## src/rtl/kbd_event_ctrl.sv

```systemverilog
// kbd_event_ctrl
// Turns the raw PS/2 scancode byte stream into make/break key events.
// It owns the "currently held key" state, the shift state and a press
// counter, and it queues every decoded event in a small ready/valid FIFO.
// Every output comes straight from a register.
module kbd_event_ctrl #(
  parameter int unsigned DEPTH   = 4,
  parameter logic [15:0] TIMEOUT = 16'd50000
) (
  input  logic       clk,
  input  logic       reset,
  input  logic [7:0] scan_data,
  input  logic       scan_valid,
  output logic [7:0] key_code,
  output logic       key_active,
  output logic       shift,
  output logic [7:0] press_count,
  output logic [9:0] ev_data,
  output logic       ev_valid,
  input  logic       ev_ready,
  output logic       overflow
);

  localparam int          AW        = $clog2(DEPTH);
  localparam logic [7:0]  SC_EXT    = 8'hE0;
  localparam logic [7:0]  SC_BRK    = 8'hF0;
  localparam logic [7:0]  SC_LSHIFT = 8'h12;
  localparam logic [7:0]  SC_RSHIFT = 8'h59;
  localparam logic [15:0] TMO_LAST  = TIMEOUT - 16'd1;

  typedef enum logic [1:0] {
    S_IDLE    = 2'd0,
    S_BRK     = 2'd1,
    S_EXT     = 2'd2,
    S_EXT_BRK = 2'd3
  } state_t;

  // True for either shift key's scancode.
  function automatic logic is_shift_code(input logic [7:0] code);
    is_shift_code = (code == SC_LSHIFT) || (code == SC_RSHIFT);
  endfunction

  state_t      state, state_nxt;
  logic [15:0] tmo_cnt;

  // Decoded event for this cycle and the next held-key / shift / count values.
  logic        ev_push_p0;
  logic [9:0]  ev_wdata_p0;
  logic [7:0]  key_code_nxt;
  logic        key_active_nxt;
  logic        shift_nxt;
  logic        press_inc;

  // FIFO storage and pointers; the extra pointer bit tells full from empty.
  logic [9:0]  mem [DEPTH];
  logic [AW:0] wr_ptr, rd_ptr, wr_ptr_nxt, rd_ptr_nxt;
  logic        fifo_full, fifo_pop, push_acc, head_from_wr, empty_nxt;

  // ---- Stage p0: byte decode (FSM state register) ----
  // Prefix decoder state; only advanced by scan bytes or the timeout.
  always_ff @(posedge clk) begin
    if (reset) state <= S_IDLE;
    else       state <= state_nxt;
  end

  // Next state: follow the prefix bytes, abandon a prefix after a long silence.
  always_comb begin
    state_nxt = state;
    if (scan_valid) begin
      case (state)
        S_IDLE: begin
          if (scan_data == SC_EXT)      state_nxt = S_EXT;
          else if (scan_data == SC_BRK) state_nxt = S_BRK;
          else                          state_nxt = S_IDLE;
        end
        S_EXT: begin
          if (scan_data == SC_BRK) state_nxt = S_EXT_BRK;
          else                     state_nxt = S_IDLE;
        end
        default: state_nxt = S_IDLE;
      endcase
    end else if ((state != S_IDLE) && (tmo_cnt == TMO_LAST)) begin
      state_nxt = S_IDLE;
    end
  end

  // Outputs of the decoder: event to queue and the held-key bookkeeping.
  always_comb begin
    ev_push_p0     = 1'b0;
    ev_wdata_p0    = 10'h000;
    key_code_nxt   = key_code;
    key_active_nxt = key_active;
    shift_nxt      = shift;
    press_inc      = 1'b0;
    if (scan_valid) begin
      case (state)
        S_IDLE: begin
          if ((scan_data != SC_EXT) && (scan_data != SC_BRK)) begin
            ev_push_p0  = 1'b1;
            ev_wdata_p0 = {1'b0, 1'b1, scan_data};
            if (is_shift_code(scan_data)) begin
              shift_nxt = 1'b1;
            end else if (!(key_active && (scan_data == key_code))) begin
              // A repeat of the held key is typematic and changes nothing here.
              key_code_nxt   = scan_data;
              key_active_nxt = 1'b1;
              press_inc      = 1'b1;
            end
          end
        end
        S_BRK: begin
          ev_push_p0  = 1'b1;
          ev_wdata_p0 = {1'b0, 1'b0, scan_data};
          if (is_shift_code(scan_data)) begin
            shift_nxt = 1'b0;
          end else if (key_active && (scan_data == key_code)) begin
            key_code_nxt   = 8'h00;
            key_active_nxt = 1'b0;
          end
        end
        S_EXT: begin
          if (scan_data != SC_BRK) begin
            ev_push_p0  = 1'b1;
            ev_wdata_p0 = {1'b1, 1'b1, scan_data};
          end
        end
        default: begin
          ev_push_p0  = 1'b1;
          ev_wdata_p0 = {1'b1, 1'b0, scan_data};
        end
      endcase
    end
  end

  // Prefix timeout: counts silent cycles in a prefix state, zero in IDLE.
  always_ff @(posedge clk) begin
    if (reset)                                 tmo_cnt <= 16'd0;
    else if (scan_valid || state_nxt == S_IDLE) tmo_cnt <= 16'd0;
    else                                       tmo_cnt <= tmo_cnt + 16'd1;
  end

  // ---- Stage p1: registered key state ----
  // Held key, shift and press counter all update on the edge ending the byte.
  always_ff @(posedge clk) begin
    if (reset) begin
      key_code    <= 8'h00;
      key_active  <= 1'b0;
      shift       <= 1'b0;
      press_count <= 8'h00;
    end else begin
      key_code    <= key_code_nxt;
      key_active  <= key_active_nxt;
      shift       <= shift_nxt;
      press_count <= press_count + {7'd0, press_inc};
    end
  end

  // ---- Stage p1: event FIFO ----
  // Accept/pop decisions and next pointer values.
  always_comb begin
    fifo_full    = (wr_ptr[AW] != rd_ptr[AW]) &&
                   (wr_ptr[AW-1:0] == rd_ptr[AW-1:0]);
    fifo_pop     = ev_valid && ev_ready;
    push_acc     = ev_push_p0 && (!fifo_full || fifo_pop);
    wr_ptr_nxt   = wr_ptr + {{AW{1'b0}}, push_acc};
    rd_ptr_nxt   = rd_ptr + {{AW{1'b0}}, fifo_pop};
    empty_nxt    = (wr_ptr_nxt == rd_ptr_nxt);
    // The new head is the entry being written only when the FIFO drains to empty first.
    head_from_wr = push_acc && (wr_ptr == rd_ptr_nxt);
  end

  // Storage array; contents are meaningless until pointed at, so no reset.
  always_ff @(posedge clk) begin
    if (push_acc) mem[wr_ptr[AW-1:0]] <= ev_wdata_p0;
  end

  // Pointers, registered head entry/valid and the sticky overflow flag.
  always_ff @(posedge clk) begin
    if (reset) begin
      wr_ptr   <= '0;
      rd_ptr   <= '0;
      ev_valid <= 1'b0;
      ev_data  <= 10'h000;
      overflow <= 1'b0;
    end else begin
      wr_ptr   <= wr_ptr_nxt;
      rd_ptr   <= rd_ptr_nxt;
      ev_valid <= !empty_nxt;
      if (empty_nxt)         ev_data <= 10'h000;
      else if (head_from_wr) ev_data <= ev_wdata_p0;
      else                   ev_data <= mem[rd_ptr_nxt[AW-1:0]];
      if (ev_push_p0 && fifo_full && !fifo_pop) overflow <= 1'b1;
    end
  end

endmodule
```

## config.mk

```make
export PLATFORM = sky130hd
export DESIGN_NAME = kbd_event_ctrl
export DESIGN_NICKNAME = d
export VERILOG_FILES = /design/src/rtl/kbd_event_ctrl.sv
export SDC_FILE = /design/constraint.sdc
export NUM_CORES = 1
export LEC_CHECK = 0
export CELL_PAD_IN_SITES_DETAIL_PLACEMENT = 0
export CELL_PAD_IN_SITES_GLOBAL_PLACEMENT = 1
export CORE_MARGIN = 4
export CORE_UTILIZATION = 49
export DETAILED_ROUTE_END_ITERATION = 6
export PLACE_DENSITY = 0.95
export SYNTH_ARGS = -nofsm -noshare
export SYNTH_HDL_FRONTEND = slang
export SYNTH_SLANG_ARGS = --single-unit
```

## constraint.sdc

```tcl
create_clock -name clk -period 4.4 [get_ports clk]
set_clock_uncertainty 0.15 [all_clocks]
set_input_delay 0.66 -clock clk [delete_from_list [all_inputs] [get_ports clk]]
set_output_delay 0.66 -clock clk [all_outputs]
set_load 0.1 [all_outputs]
```

* After elaboration in Yosys (flattened, before gate mapping)
Memories as Yosys holds them, arrays and structs flattened. Index checks and enable logic that the tools add are counted.
Storage, ports and cells: bits in registers 54, RAM bits 40, output and inout bits 30, memories kept 1
Cells by class: add/sub/neg operators 4, equal/unequal tests 21, multiplexer cells 38, reduce and logical (&&, ||, !) cells 23
Memories:
- mem | depth 4, bits a word 10, rd ports 1, clocked after memory_dff 0, write ports 1, line 55 | logic [9:0] mem [DEPTH];
Operators with widths (count):
- 2-to-1 mux 8 bit | 5
- 2-to-1 mux 10 bit | 3
- case mux 10 bit (3 select lines) | 1
- 2-to-1 mux 1 bit | 19
- adder 16 x 1 -> 16 bit (second input constant) | 1
- == test 16 bit (second input constant) | 1
- == test 8 bit (second input constant) | 2
- != test 8 bit (second input constant) | 2
- case mux 8 bit (2 select lines) | 1
- != test 2 bit (second input constant) | 7
- logical AND 1 bit | 9
- 2-to-1 mux 9 bit | 1
- adder 8 x 1 -> 8 bit | 1
- == test 8 x 5 -> 1 bit (second input constant) | 1
- == test 8 x 7 -> 1 bit (second input constant) | 1
- == test 8 bit | 1
- 2-to-1 mux 2 bit | 4
- AND reduction 7 bit | 1
- adder 3 x 1 -> 3 bit | 2
- == test 3 bit | 2
- case mux 1 bit (2 select lines) | 3
- AND reduction 5 bit | 1
- zero test 2 bit | 2
- case mux 2 bit (2 select lines) | 1
- 8 further kinds | 14

* Depth between registers and ports, before layout
word-level depth 9, gate-level depth with buffers 12, depth with buffers taken out 10

* Worst setup path after synthesis
OpenSTA, ideal clock, no wires.
kind input -> register, from input scan_data[0], to register ev_data[0], library setup time 132 ps, arrival 2949 ps, data required time 4118 ps, slack 1168 ps, stages on the path 10, buffers on the path 1, cells stage by stage or4b_4 -> o41a_1 -> nand2b_1 -> inv_1 -> ha_1 -> ha_1 -> xnor2_1 -> a31o_2 -> clkbuf_1 -> a21oi_1
Between the ends: cells in the longest elaborated chain, start to end 9, elaborated cells on any way between the ends 17, classes of those cells add/sub: 1; eq/ne: 3; mux: 9; reduce/logical: 4
RTL lines:
- start, declared | line 12 | input logic [7:0] scan_data,
- != test 8 bit (on tied branches) | line 98, 122
- logical AND 1 bit | line 98 | if ((scan_data != SC_EXT) && (scan_data != SC_BRK)) begin
- 2-to-1 mux 1 bit | line 98
- case mux 1 bit (2 select lines) (*) | line 96 | case (state)
- 2-to-1 mux 1 bit (*) | line 95 | if (scan_valid) begin
- logical AND 1 bit (*) | line 164 | push_acc = ev_push_p0 && (!fifo_full || fifo_pop);
- adder 3 x 1 -> 3 bit (*) | line 165 | wr_ptr_nxt = wr_ptr + {{AW{1'b0}}, push_acc};
- named net wr_ptr_nxt[1] | line 56 | logic [AW:0] wr_ptr, rd_ptr, wr_ptr_nxt, rd_ptr_nxt;
- == test 3 bit (*) | line 167 | empty_nxt = (wr_ptr_nxt == rd_ptr_nxt);
- OR reduction 2 bit (no source line) (*)
- end signal, assigned | line 190 | else if (head_from_wr) ev_data <= ev_wdata_p0;
- end signal, assigned | line 191 | else ev_data <= mem[rd_ptr_nxt[AW-1:0]];
- end, declared | line 18 | output logic [9:0] ev_data,
The timed path passes the listed nets; every way through them passes the cells marked *. A chain may end at the register's enable or synchronous reset.

* Final worst setup path
from input scan_data[6], to register ev_data[7]
Same word-level chain as after synthesis.

==> results.tsv <==
metric	value	unit
GP Congestion	0.858	
Crit path top cell by count	ha_1	
Initial Utilization	51.6	%
DIE AREA	9830	um2
cells resized by post-CTS repair	0	
first-pass GRT wire length	13800	um
WL/cell	15.8	um
Synth area leaders	edfxtp_1, dfxtp_1, mux4_2, xnor2_1, xor2_1	
CP Class	in -> reg	
outcome	finished, final reports clean	
flops & latches, synth	94	
RSZ-0062 raised after global routing	false	
area share of the largest cell type after synthesis	29.5	%
Sum Neg Setup Slack	0	ps
all-layer global routing usage	17.7	%
Die Span X	99.1	um
clk slew on worst S/H paths	90	ps
Syn Area/Cell	11.5	um2
total CTS buffers	9	
initial antenna violation count	0	
Die H	99.1	um
cells after synthesis	355	
Startpoint Class	input pin	
gr ovfl total	0	
1st-pass router iterations	4	
Synth Flop Type	dfxtp_1	
routed vias	2780	
sequential fraction of the synthesis area	56.1	%
core area	7890	um2
htree depth	3	
largest area contributor in the netlist	edfxtp_1	
Sequential Power Share	46.7	%
Yosys Warn Count	0	
Final HPWL DP	5570	um
Switching Fraction	33.6	%
Max VDD drop	214	uV
Clock Sinks	94	
TritonCTS clock tree	built	
Antenna diodes	0	
Final ANT Viol Nets	0	
pwr dens	439	nW/um2
Finish-stage setup viols	0	
max cap viols	0	
row count	32	
DRC Markers	0	
most common cell after layout, fill and taps aside	dfxtp_1	
f_max	286	MHz
commonest cells after routing, fill and taps aside	dfxtp_1, clkdlybuf4s50_1, edfxtp_1	
Hold Buf Count CTS	0	
synth unique cells	39	
synthesized area	4070	um2
number of flops mapped to enable cells by yosys	40	
vias in the first global route	2788	
asr flop ratio synth	0	%
Tightest Pin Transition	1180	ps
Power Internal	1.40	mW
Hold Crit Class	reg -> reg	
launch point of the worst hold path	tmo_cnt[0]	
Vias per Instance	5.45	
crit path from	scan_data[6]	
I/O pin total	42	
CTS root buffer	clkbuf_8	
Reg2Reg Launch Point	wr_ptr[0]	
Max-slew headroom	20.5	%
setup ws final	910	ps
crit path cell chain	clkdlybuf4s50_1, or4b_4, o41a_1, nand2b_1, inv_1, ha_1, ha_1, xnor2_1, a31o_2, a21oi_1	
CP max FO	11	
Setup Fix Bufs, Post-CTS	0	
clock latency on the worst-skew pair	360	ps
Worst Path Arrival	3630	ps
Hold Vio Cnt, Final	0	
area grow syn2layout	18.4	%
Max stage delay on crit path	590	ps
layout cells sized above 1	10.3	%
Comb pwr share	25.9	%
CP Capture Type	register	
Tmin final	3490	ps
DRT Wirelength	8080	um
Place WS	516	ps
Starting DRT DRC Count	148	
Lkg Pwr	1.64	nW
P_sw	0.711	mW
Tcrit/Tclk final	79.3	%
max-slew violations	0	
final net count	422	
CP Data Required Time	4540	ps
Worst path slowest cell	clkdlybuf4s50_1	
Buffers on Ports	41	
Synth Net Count	374	
clock share of power	27.4	%
largest net degree at the start of global routing	39	
clk buf depth	2	
==> power groups by stage <==
stage	clock [mW]	sequential [mW]	combinational [mW]
after floorplan	0	1.23	0.203
after global placement	0	1.01	0.547
after detailed placement	0	1.01	0.554
after CTS	0.588	0.988	0.556
after global routing	0.629	0.995	0.590
final	0.580	0.987	0.549
==> Yosys cell counts (all sizes together) (2+ instances only) <==
cell type  count
o31ai          8
xor2          19
nand2b         9
nor4           4
and3           4
nor3b          3
xnor2         21
or3            2
or4b           4
edfxtp        40
clkbuf         9
a32oi          9
mux4          10
nand3          8
dfxtp         54
nor4b          2
and2          10
nand4          5
o41a           2
buf            4
a21oi         15
inv            7
nand2         33
nor3           9
nor2          34
nor2b         16
ha             7
==> worst paths after layout <==
| kind | to | slack, ps | depth (start not counted) |
|---|---|---|---|
| hold / removal | tmo_cnt[0] | 310 | 1 |
| setup reg to reg | ev_data[7] | 1510 | 9 |
| setup / recovery | ev_data[7] | 910 | 10 |
| hold reg to reg | tmo_cnt[0] | 310 | 1 |
==> through the flow <==
stage	hold slack, ps	instance area (um2)	instances	power, mW	util (%)
6_report	312	4820	510	2.12	61.1
5_1_grt	352	4820	510	2.21	61.1
4_1_cts	323	4820	510	2.13	61.1
3_5_place_dp	309	4610	494	1.56	58.5
3_3_place_gp	285	4610	494	1.55	58.5
2_1_floorplan	268	4070	355	1.43	-
==> logic make-up (layout without fill, tap and decap cells) <==
kind of cell               after synthesis  in the layout  share of synthesized area [%]
AOI/OAI and AO/OA                       39             39                           6.83
xor gates and xnor gates                40             40                           8.61
adders and majority gates                7              7                           2.15
buffers and inverters                   20             73                           2.12
DFF                                     94             94                           56.1
muxes                                   10             10                           5.54
and+or+nand+nor                        145            145                           18.7
==> cell type report <==
class                           count  area, um2
Fill cell                         628       3070
Sequential cell                    94       2280
Multi-Input combinational cell    241       1700
Timing Repair Buffer               50        478
Tap cell                          102        128
Clock buffer                        9        124
Clock inverter                      7       77.6
Inverter                            7       26.3
==> sequential cells by signal (all words and copies together), names as in the netlist <==
register,flops
mem,40
overflow,1
wr_ptr,3
shift,1
tmo_cnt,16
key_active,1
rd_ptr,3
ev_valid,1
press_count,8
ev_data,10
state,2
key_code,8
==> critical path: cells and delay by family <==
family	cells	cell delay (ps)
xor gates and xnor gates	1	130
AOI/OAI and AO/OA	3	1000
buffers and inverters	2	660
and+or+nand+nor	2	690
adders and majority gates	2	480
==> metal layers <==
layer  part of all wire (%)  GRT usage [%]
met5                      0              0
met4                    2.1           6.83
met3                    4.4           3.02
met2                     47           27.8
met1                     47           24.6
(Power assumes the default switching activity.)
